`config.mk`:
```
export PLATFORM = sky130hd
export DESIGN_NAME = uart_cmd_framer_flat
export DESIGN_NICKNAME = d
export VERILOG_FILES = /design/src/rtl/uart_cmd_framer_if.sv /design/src/rtl/uart_cmd_framer.sv /design/src/flat_wrapper.sv
export SDC_FILE = /design/constraint.sdc
export NUM_CORES = 1
export LEC_CHECK = 0
export ABC_AREA = 1
export BUFFER_PORTS_ARGS = -buffer_cell sky130_fd_sc_hd__buf_2
export CAP_MARGIN = 20
export CORE_UTILIZATION = 50
export CTS_BUF_LIST = sky130_fd_sc_hd__clkbuf_16
export DETAILED_ROUTE_END_ITERATION = 8
export MAX_ROUTING_LAYER = met4
export PLACE_DENSITY_LB_ADDON = 0.08
export SYNTH_ARGS = -nofsm -noshare
export SYNTH_HDL_FRONTEND = slang
export SYNTH_SLANG_ARGS = --single-unit
```
`constraint.sdc`:
```
create_clock -name clk -period 1.96 [get_ports clk]
set_clock_uncertainty 0.1 [all_clocks]
set_input_delay 0.392 -clock clk [delete_from_list [all_inputs] [get_ports clk]]
set_output_delay 0.392 -clock clk [all_outputs]
set_load 0.1 [all_outputs]
```
`src/rtl/uart_cmd_framer_if.sv`:
```
// Signal bundle between the UART transceiver, the command framer and the command processor.
// The master modport is the framer side; the slave modport is its environment.
interface uart_cmd_framer_if;
    // Byte handshake: the receiver holds rx_rdy until the framer returns a single clr_rx_rdy pulse.
    logic       rx_rdy;
    logic [7:0] rx_data;
    logic       clr_rx_rdy;
    logic [7:0] cmd;
    logic [15:0] data;
    logic       cmd_rdy;
    logic       clr_cmd_rdy;
    logic [7:0] resp;
    logic       send_resp;
    logic       trmt;
    logic [7:0] tx_data;
    logic       tx_done;
    logic       tx_busy;
    logic       frame_err;
    logic       overrun;
    logic [1:0] dbg_rx_state;
    logic       dbg_tx_state;

    modport master (
        input  rx_rdy, rx_data, clr_cmd_rdy, resp, send_resp, tx_done,
        output clr_rx_rdy, cmd, data, cmd_rdy, trmt, tx_data, tx_busy,
               frame_err, overrun, dbg_rx_state, dbg_tx_state
    );

    modport slave (
        output rx_rdy, rx_data, clr_cmd_rdy, resp, send_resp, tx_done,
        input  clr_rx_rdy, cmd, data, cmd_rdy, trmt, tx_data, tx_busy,
               frame_err, overrun, dbg_rx_state, dbg_tx_state
    );
endinterface

```
`src/rtl/uart_cmd_framer.sv`:
```
// Assembles 3-byte UART frames (opcode, data high, data low) into a 24-bit command
// and serialises single-byte responses back to the UART transmitter.
module uart_cmd_framer #(
    parameter int TIMEOUT = 100000
) (
    input logic             clk,
    input logic             rst,
    uart_cmd_framer_if.master bus
);

    localparam int CW = (TIMEOUT > 2) ? $clog2(TIMEOUT) : 1;
    localparam logic [CW-1:0] TMO_MAX = CW'(TIMEOUT - 1);

    typedef enum logic [1:0] {RX_IDLE = 2'd0, RX_HI = 2'd1, RX_LO = 2'd2} rx_state_e;
    typedef enum logic {TX_IDLE = 1'b0, TX_WAIT = 1'b1} tx_state_e;

    rx_state_e     rx_state_q, rx_state_d;
    logic [7:0]    op_q, op_d;
    logic [7:0]    hi_q, hi_d;
    logic [7:0]    cmd_q, cmd_d;
    logic [15:0]   data_q, data_d;
    logic          cmd_rdy_q, cmd_rdy_d;
    logic          overrun_q, overrun_d;
    logic          clr_rx_rdy_q, clr_rx_rdy_d;
    logic          frame_err_q, frame_err_d;
    logic [CW-1:0] cnt_q, cnt_d;

    tx_state_e     tx_state_q, tx_state_d;
    logic [7:0]    tx_data_q, tx_data_d;
    logic          trmt_q, trmt_d;
    logic          tx_busy_q, tx_busy_d;

    logic accept;
    logic complete;
    logic tmo_hit;

    // A byte still being acknowledged must not be taken a second time.
    assign accept  = bus.rx_rdy && !clr_rx_rdy_q;
    assign tmo_hit = (cnt_q == TMO_MAX);

    always_comb begin
        rx_state_d   = rx_state_q;
        op_d         = op_q;
        hi_d         = hi_q;
        cmd_d        = cmd_q;
        data_d       = data_q;
        cmd_rdy_d    = cmd_rdy_q;
        overrun_d    = overrun_q;
        clr_rx_rdy_d = accept;
        frame_err_d  = 1'b0;
        cnt_d        = cnt_q;
        complete     = 1'b0;

        case (rx_state_q)
            RX_IDLE: begin
                cnt_d = '0;
                if (accept) begin
                    op_d       = bus.rx_data;
                    rx_state_d = RX_HI;
                end
            end
            RX_HI, RX_LO: begin
                if (accept) begin
                    cnt_d = '0;
                    if (rx_state_q == RX_HI) begin
                        hi_d       = bus.rx_data;
                        rx_state_d = RX_LO;
                    end else begin
                        cmd_d      = op_q;
                        data_d     = {hi_q, bus.rx_data};
                        complete   = 1'b1;
                        rx_state_d = RX_IDLE;
                    end
                end else if (tmo_hit) begin
                    cnt_d       = '0;
                    frame_err_d = 1'b1;
                    rx_state_d  = RX_IDLE;
                end else begin
                    cnt_d = cnt_q + 1'b1;
                end
            end
            default: begin
                cnt_d      = '0;
                rx_state_d = RX_IDLE;
            end
        endcase

        // A completing frame beats a same-cycle clear; only an unacknowledged overwrite is an overrun.
        if (complete) begin
            cmd_rdy_d = 1'b1;
            if (cmd_rdy_q && !bus.clr_cmd_rdy) begin
                overrun_d = 1'b1;
            end
        end else if (bus.clr_cmd_rdy) begin
            cmd_rdy_d = 1'b0;
        end
    end

    always_comb begin
        tx_state_d = tx_state_q;
        tx_data_d  = tx_data_q;
        trmt_d     = 1'b0;
        tx_busy_d  = tx_busy_q;

        case (tx_state_q)
            TX_IDLE: begin
                if (bus.send_resp) begin
                    tx_data_d  = bus.resp;
                    trmt_d     = 1'b1;
                    tx_busy_d  = 1'b1;
                    tx_state_d = TX_WAIT;
                end
            end
            TX_WAIT: begin
                if (bus.tx_done) begin
                    tx_busy_d  = 1'b0;
                    tx_state_d = TX_IDLE;
                end
            end
            default: begin
                tx_busy_d  = 1'b0;
                tx_state_d = TX_IDLE;
            end
        endcase
    end

    always_ff @(posedge clk) begin
        if (rst) begin
            rx_state_q   <= RX_IDLE;
            op_q         <= '0;
            hi_q         <= '0;
            cmd_q        <= '0;
            data_q       <= '0;
            cmd_rdy_q    <= 1'b0;
            overrun_q    <= 1'b0;
            clr_rx_rdy_q <= 1'b0;
            frame_err_q  <= 1'b0;
            cnt_q        <= '0;
            tx_state_q   <= TX_IDLE;
            tx_data_q    <= '0;
            trmt_q       <= 1'b0;
            tx_busy_q    <= 1'b0;
        end else begin
            rx_state_q   <= rx_state_d;
            op_q         <= op_d;
            hi_q         <= hi_d;
            cmd_q        <= cmd_d;
            data_q       <= data_d;
            cmd_rdy_q    <= cmd_rdy_d;
            overrun_q    <= overrun_d;
            clr_rx_rdy_q <= clr_rx_rdy_d;
            frame_err_q  <= frame_err_d;
            cnt_q        <= cnt_d;
            tx_state_q   <= tx_state_d;
            tx_data_q    <= tx_data_d;
            trmt_q       <= trmt_d;
            tx_busy_q    <= tx_busy_d;
        end
    end

    assign bus.clr_rx_rdy   = clr_rx_rdy_q;
    assign bus.cmd          = cmd_q;
    assign bus.data         = data_q;
    assign bus.cmd_rdy      = cmd_rdy_q;
    assign bus.overrun      = overrun_q;
    assign bus.frame_err    = frame_err_q;
    assign bus.trmt         = trmt_q;
    assign bus.tx_data      = tx_data_q;
    assign bus.tx_busy      = tx_busy_q;
    assign bus.dbg_rx_state = rx_state_q;
    assign bus.dbg_tx_state = tx_state_q;

endmodule

```
`src/flat_wrapper.sv`:
```
// flat-port wrapper written by rule: the top's interface ports become plain ports
module uart_cmd_framer_flat 
#(
    parameter int TIMEOUT = 100000
)
  (clk, rst, bus_rx_rdy, bus_rx_data, bus_clr_cmd_rdy, bus_resp, bus_send_resp, bus_tx_done, bus_clr_rx_rdy, bus_cmd, bus_data, bus_cmd_rdy, bus_trmt, bus_tx_data, bus_tx_busy, bus_frame_err, bus_overrun, bus_dbg_rx_state, bus_dbg_tx_state);
  uart_cmd_framer_if bus_i ();
  input logic clk;
  input logic rst;
  input wire logic [$bits(bus_i.rx_rdy)-1:0] bus_rx_rdy;
  input wire logic [$bits(bus_i.rx_data)-1:0] bus_rx_data;
  input wire logic [$bits(bus_i.clr_cmd_rdy)-1:0] bus_clr_cmd_rdy;
  input wire logic [$bits(bus_i.resp)-1:0] bus_resp;
  input wire logic [$bits(bus_i.send_resp)-1:0] bus_send_resp;
  input wire logic [$bits(bus_i.tx_done)-1:0] bus_tx_done;
  output wire logic [$bits(bus_i.clr_rx_rdy)-1:0] bus_clr_rx_rdy;
  output wire logic [$bits(bus_i.cmd)-1:0] bus_cmd;
  output wire logic [$bits(bus_i.data)-1:0] bus_data;
  output wire logic [$bits(bus_i.cmd_rdy)-1:0] bus_cmd_rdy;
  output wire logic [$bits(bus_i.trmt)-1:0] bus_trmt;
  output wire logic [$bits(bus_i.tx_data)-1:0] bus_tx_data;
  output wire logic [$bits(bus_i.tx_busy)-1:0] bus_tx_busy;
  output wire logic [$bits(bus_i.frame_err)-1:0] bus_frame_err;
  output wire logic [$bits(bus_i.overrun)-1:0] bus_overrun;
  output wire logic [$bits(bus_i.dbg_rx_state)-1:0] bus_dbg_rx_state;
  output wire logic [$bits(bus_i.dbg_tx_state)-1:0] bus_dbg_tx_state;
  assign bus_i.rx_rdy = bus_rx_rdy;
  assign bus_i.rx_data = bus_rx_data;
  assign bus_i.clr_cmd_rdy = bus_clr_cmd_rdy;
  assign bus_i.resp = bus_resp;
  assign bus_i.send_resp = bus_send_resp;
  assign bus_i.tx_done = bus_tx_done;
  assign bus_clr_rx_rdy = bus_i.clr_rx_rdy;
  assign bus_cmd = bus_i.cmd;
  assign bus_data = bus_i.data;
  assign bus_cmd_rdy = bus_i.cmd_rdy;
  assign bus_trmt = bus_i.trmt;
  assign bus_tx_data = bus_i.tx_data;
  assign bus_tx_busy = bus_i.tx_busy;
  assign bus_frame_err = bus_i.frame_err;
  assign bus_overrun = bus_i.overrun;
  assign bus_dbg_rx_state = bus_i.dbg_rx_state;
  assign bus_dbg_tx_state = bus_i.dbg_tx_state;
  uart_cmd_framer #(.TIMEOUT(TIMEOUT)) u_core (.clk(clk), .rst(rst), .bus(bus_i));
endmodule
```
==> metrics.txt <==
global-route wire length before repair=10970 um; Slew HR=0.6718; count of yosys warnings during synthesis=0; Final Max Slew Viols=0; core region area=0.005608 sq mm; primary flip-flop cell chosen by synthesis mapping=sky130_fd_sc_hd__dfxtp_1; post-CTS setup buffer count=0; transition at the pin with the smallest max-transition slack=0.4958 ns; number of buffers created by CTS=9; antenna fix cells=0; cell leakage power=1.575 nW; sort of element at the start of the critical path=flip-flop; largest net degree at the start of global routing=25; top cell type's share of synthesized area=0.5017; cell type group with the largest total delay on the critical path=simple AND/OR/NAND/NOR gates; sum of overflow across all layers after global routing=0; deepest level of the CTS H-tree=3; cell-by-cell trace of the critical path=inv_1, ha_1, inv_1, nor2_1, nand3_4, nor3b_2; drt via density=5.086; Finish-stage setup viols=0; clock tree from TritonCTS=done; post-layout total power=0.003771 W; layout cell share with drive strength beyond 1=0.2449; Post-layout nets=460; count of instances resized after the clock tree is built=0; full die area=0.006217 sq mm; fraction of registers with async set or reset after synthesis=0; post-layout minimum cycle time=1.693 ns; clock root buffer=sky130_fd_sc_hd__clkbuf_16; Final GP Congestion=0.8422; initial cell density of the core=0.5266; kind of critical path=flip-flop to flip-flop; initial detailed-routing violation count=222; sequential-to-total area share from yosys stat=0.5017; Critical Path Start=u_core.bus.dbg_rx_state[0]$_SDFFE_PP0P_; cell with the most instances after synthesis=sky130_fd_sc_hd__dfxtp_1; latest clock arrival within the worst-skew pair=0.33 ns; number of enable flip-flop cells after synthesis=0; clock slew at the register clock pins of the worst setup and hold paths=0.06 ns; average wire per standard cell=12.55 um; Bufs on Longest Clock Path=2; DPL Wire Length=4421 um; setup repair after global routing missed its margin=false; standard cell area after detailed placement=0.003337 sq mm; routed vias=2589; die width=78.85 um; delay of the slowest cell on the worst path=0.37 ns; DRC violations left=0; run status=completed; cell taking the most area after synthesis=sky130_fd_sc_hd__dfxtp_1; remaining number of nets flagged by the antenna check after routing=0; power density relative to cell area=1028 mW/mm^2; MaxCap Viol Count=0; post-synth cell types=33; total buffers and inverters traversed by the critical path=2; overall global routing resource usage=0.2297; number of hold-repair buffers added at the cts stage=0; IO Port Bufs=62; Clock Sink Count=74; biggest fanout along the worst timing path=17; number of antenna violations at the first check in global routing=0; synthesis-to-finish area growth=24.24%; Hold Crit Start=bus_resp[1]; slowest stage cell, crit path=sky130_fd_sc_hd__dfxtp_2; most prevalent standard cell on the critical path=sky130_fd_sc_hd__inv_1; drt total wl=6388 um; top area cells in the synthesized netlist=sky130_fd_sc_hd__dfxtp_1, sky130_fd_sc_hd__nor2_1, sky130_fd_sc_hd__nand2_1, sky130_fd_sc_hd__a21oi_1, sky130_fd_sc_hd__nand3_1; Post-Synthesis Mean Instance Area=8.024 sq um; register bit count reported by yosys=74; Crit Reg-Reg Startpoint=u_core.bus.dbg_rx_state[0]$_SDFFE_PP0P_; cell count after synthesis=368; period utilization=0.8636; Layout Cell Area excl Fill=0.003669 sq mm; via count of the first global-routing pass=2309; worst min-delay path category=primary input to flip-flop; data arrival at the endpoint of the critical path=1.84 ns; syn nets=395; list of most frequent post-synthesis cells=sky130_fd_sc_hd__dfxtp_1, sky130_fd_sc_hd__nor2_1, sky130_fd_sc_hd__nand2_1; Syn Std Cell Area=0.002953 sq mm; IR Drop Worst-Case VDD=0.9302 mV; count of pins on the block boundary=63; FMAX=590.8 MHz; DIE HEIGHT=78.85 um; accumulated negative setup slack=0 ns; standard-cell row count=27; DRT Pass-1 Iters=4; kind of end point of the critical path=flip-flop; final count of hold timing violations=0; required time of the critical path=2.11 ns
[metal layers]
metal  GRT usage  routed length [um]
met1      0.3234                3256
met2      0.3261                2706
met3     0.06092                 365
met4     0.06000                  59
met5           -                   0
[flip-flops by register name, indices dropped and copies added (netlist names), 2 cells and up]
signal and flops:
u_core.cnt_q 17, u_core.bus.data 16, u_core.bus.cmd 8, u_core.bus.tx_data 8
u_core.hi_q 8, u_core.op_q 8, u_core.bus.dbg_rx_state 2
[area by class of cell]
type / instances / area, sq um
clock buffer: 9 / 225.2
clock inverter: 6 / 106.4
fill: 508 / 1939
inverter: 24 / 90.09
multi-input combinational: 255 / 1310
sequential: 74 / 1484
tap: 72 / 90.09
timing repair buffer: 69 / 362.8
[worst paths after layout]
| path | endpoint | slack, ns | cells past startpoint |
|---|---|---|---|
| worst max register to register | u_core.cnt_q[11]$_SDFF_PP0_ | 0.27 | 6 |
| worst min register to register | u_core.bus.cmd[4]$_SDFFE_PP0P_ | 0.35 | 2 |
| worst min-delay path | u_core.bus.tx_data[1]$_SDFFE_PP0P_ | 0.19 | 3 |
| worst max-delay path | u_core.cnt_q[11]$_SDFF_PP0_ | 0.27 | 6 |
[report_power, final]
part	leakage, nW	switching [W]	total, W	internal [W]
clock	0.159	0.000592	0.00182	0.00123
combinational	0.814	0.000298	0.000376	0.0000777
sequential	0.602	0.0000254	0.00158	0.00155
total	1.58	0.000916	0.00377	0.00286
[cell families (layout without fill, tap and decap cells)]
family          Yosys count  after routing  synth area share
compound gates           58             58            0.1008
xor+xnor                  7              7           0.02076
fa+ha+maj                 5              5           0.02119
buf+inv                  39            108           0.05466
flops                    74             74            0.5017
simple gates            185            185            0.3009
[metrics by stage]
stage | util | setup WS, ns | hold WS (ns) | std cells
after floorplan | - | 0.05276 | 0.3287 | 368
after global placement | 0.5950 | 0.3706 | 0.3361 | 494
after detailed placement | 0.5950 | 0.2899 | 0.3498 | 494
after CTS | 0.6542 | 0.2655 | 0.1874 | 509
after global routing | 0.6542 | 0.1520 | 0.1985 | 509
final | 0.6542 | 0.2674 | 0.1864 | 509
[layout by cell type (no fill, tap or decap), types with 2 or more instances in the layout]
cell                        count
sky130_fd_sc_hd__dfxtp_1       72
sky130_fd_sc_hd__nor2_1        63
sky130_fd_sc_hd__buf_2         62
sky130_fd_sc_hd__nand2_1       57
sky130_fd_sc_hd__a21oi_1       37
sky130_fd_sc_hd__nand3_1       35
sky130_fd_sc_hd__inv_1         21
sky130_fd_sc_hd__o21ai_0       17
sky130_fd_sc_hd__clkbuf_16      9
sky130_fd_sc_hd__buf_4          7
sky130_fd_sc_hd__xor2_1         6
sky130_fd_sc_hd__nor3_1         5
sky130_fd_sc_hd__ha_1           5
sky130_fd_sc_hd__nand3_2        4
sky130_fd_sc_hd__nand4_1        4
sky130_fd_sc_hd__nand2_2        3
sky130_fd_sc_hd__nor2_2         3
sky130_fd_sc_hd__bufinv_16      3
sky130_fd_sc_hd__nor3_4         2
sky130_fd_sc_hd__inv_2          2
sky130_fd_sc_hd__nor3b_2        2
sky130_fd_sc_hd__clkinv_1       2
sky130_fd_sc_hd__dfxtp_2        2
[tightest hold or removal path, cell delays in order]
cell and delay, ns:
sky130_fd_sc_hd__buf_2 0.07, sky130_fd_sc_hd__nor2_1 0.03, sky130_fd_sc_hd__nor2_1 0.08
(Power assumes the default switching activity.)
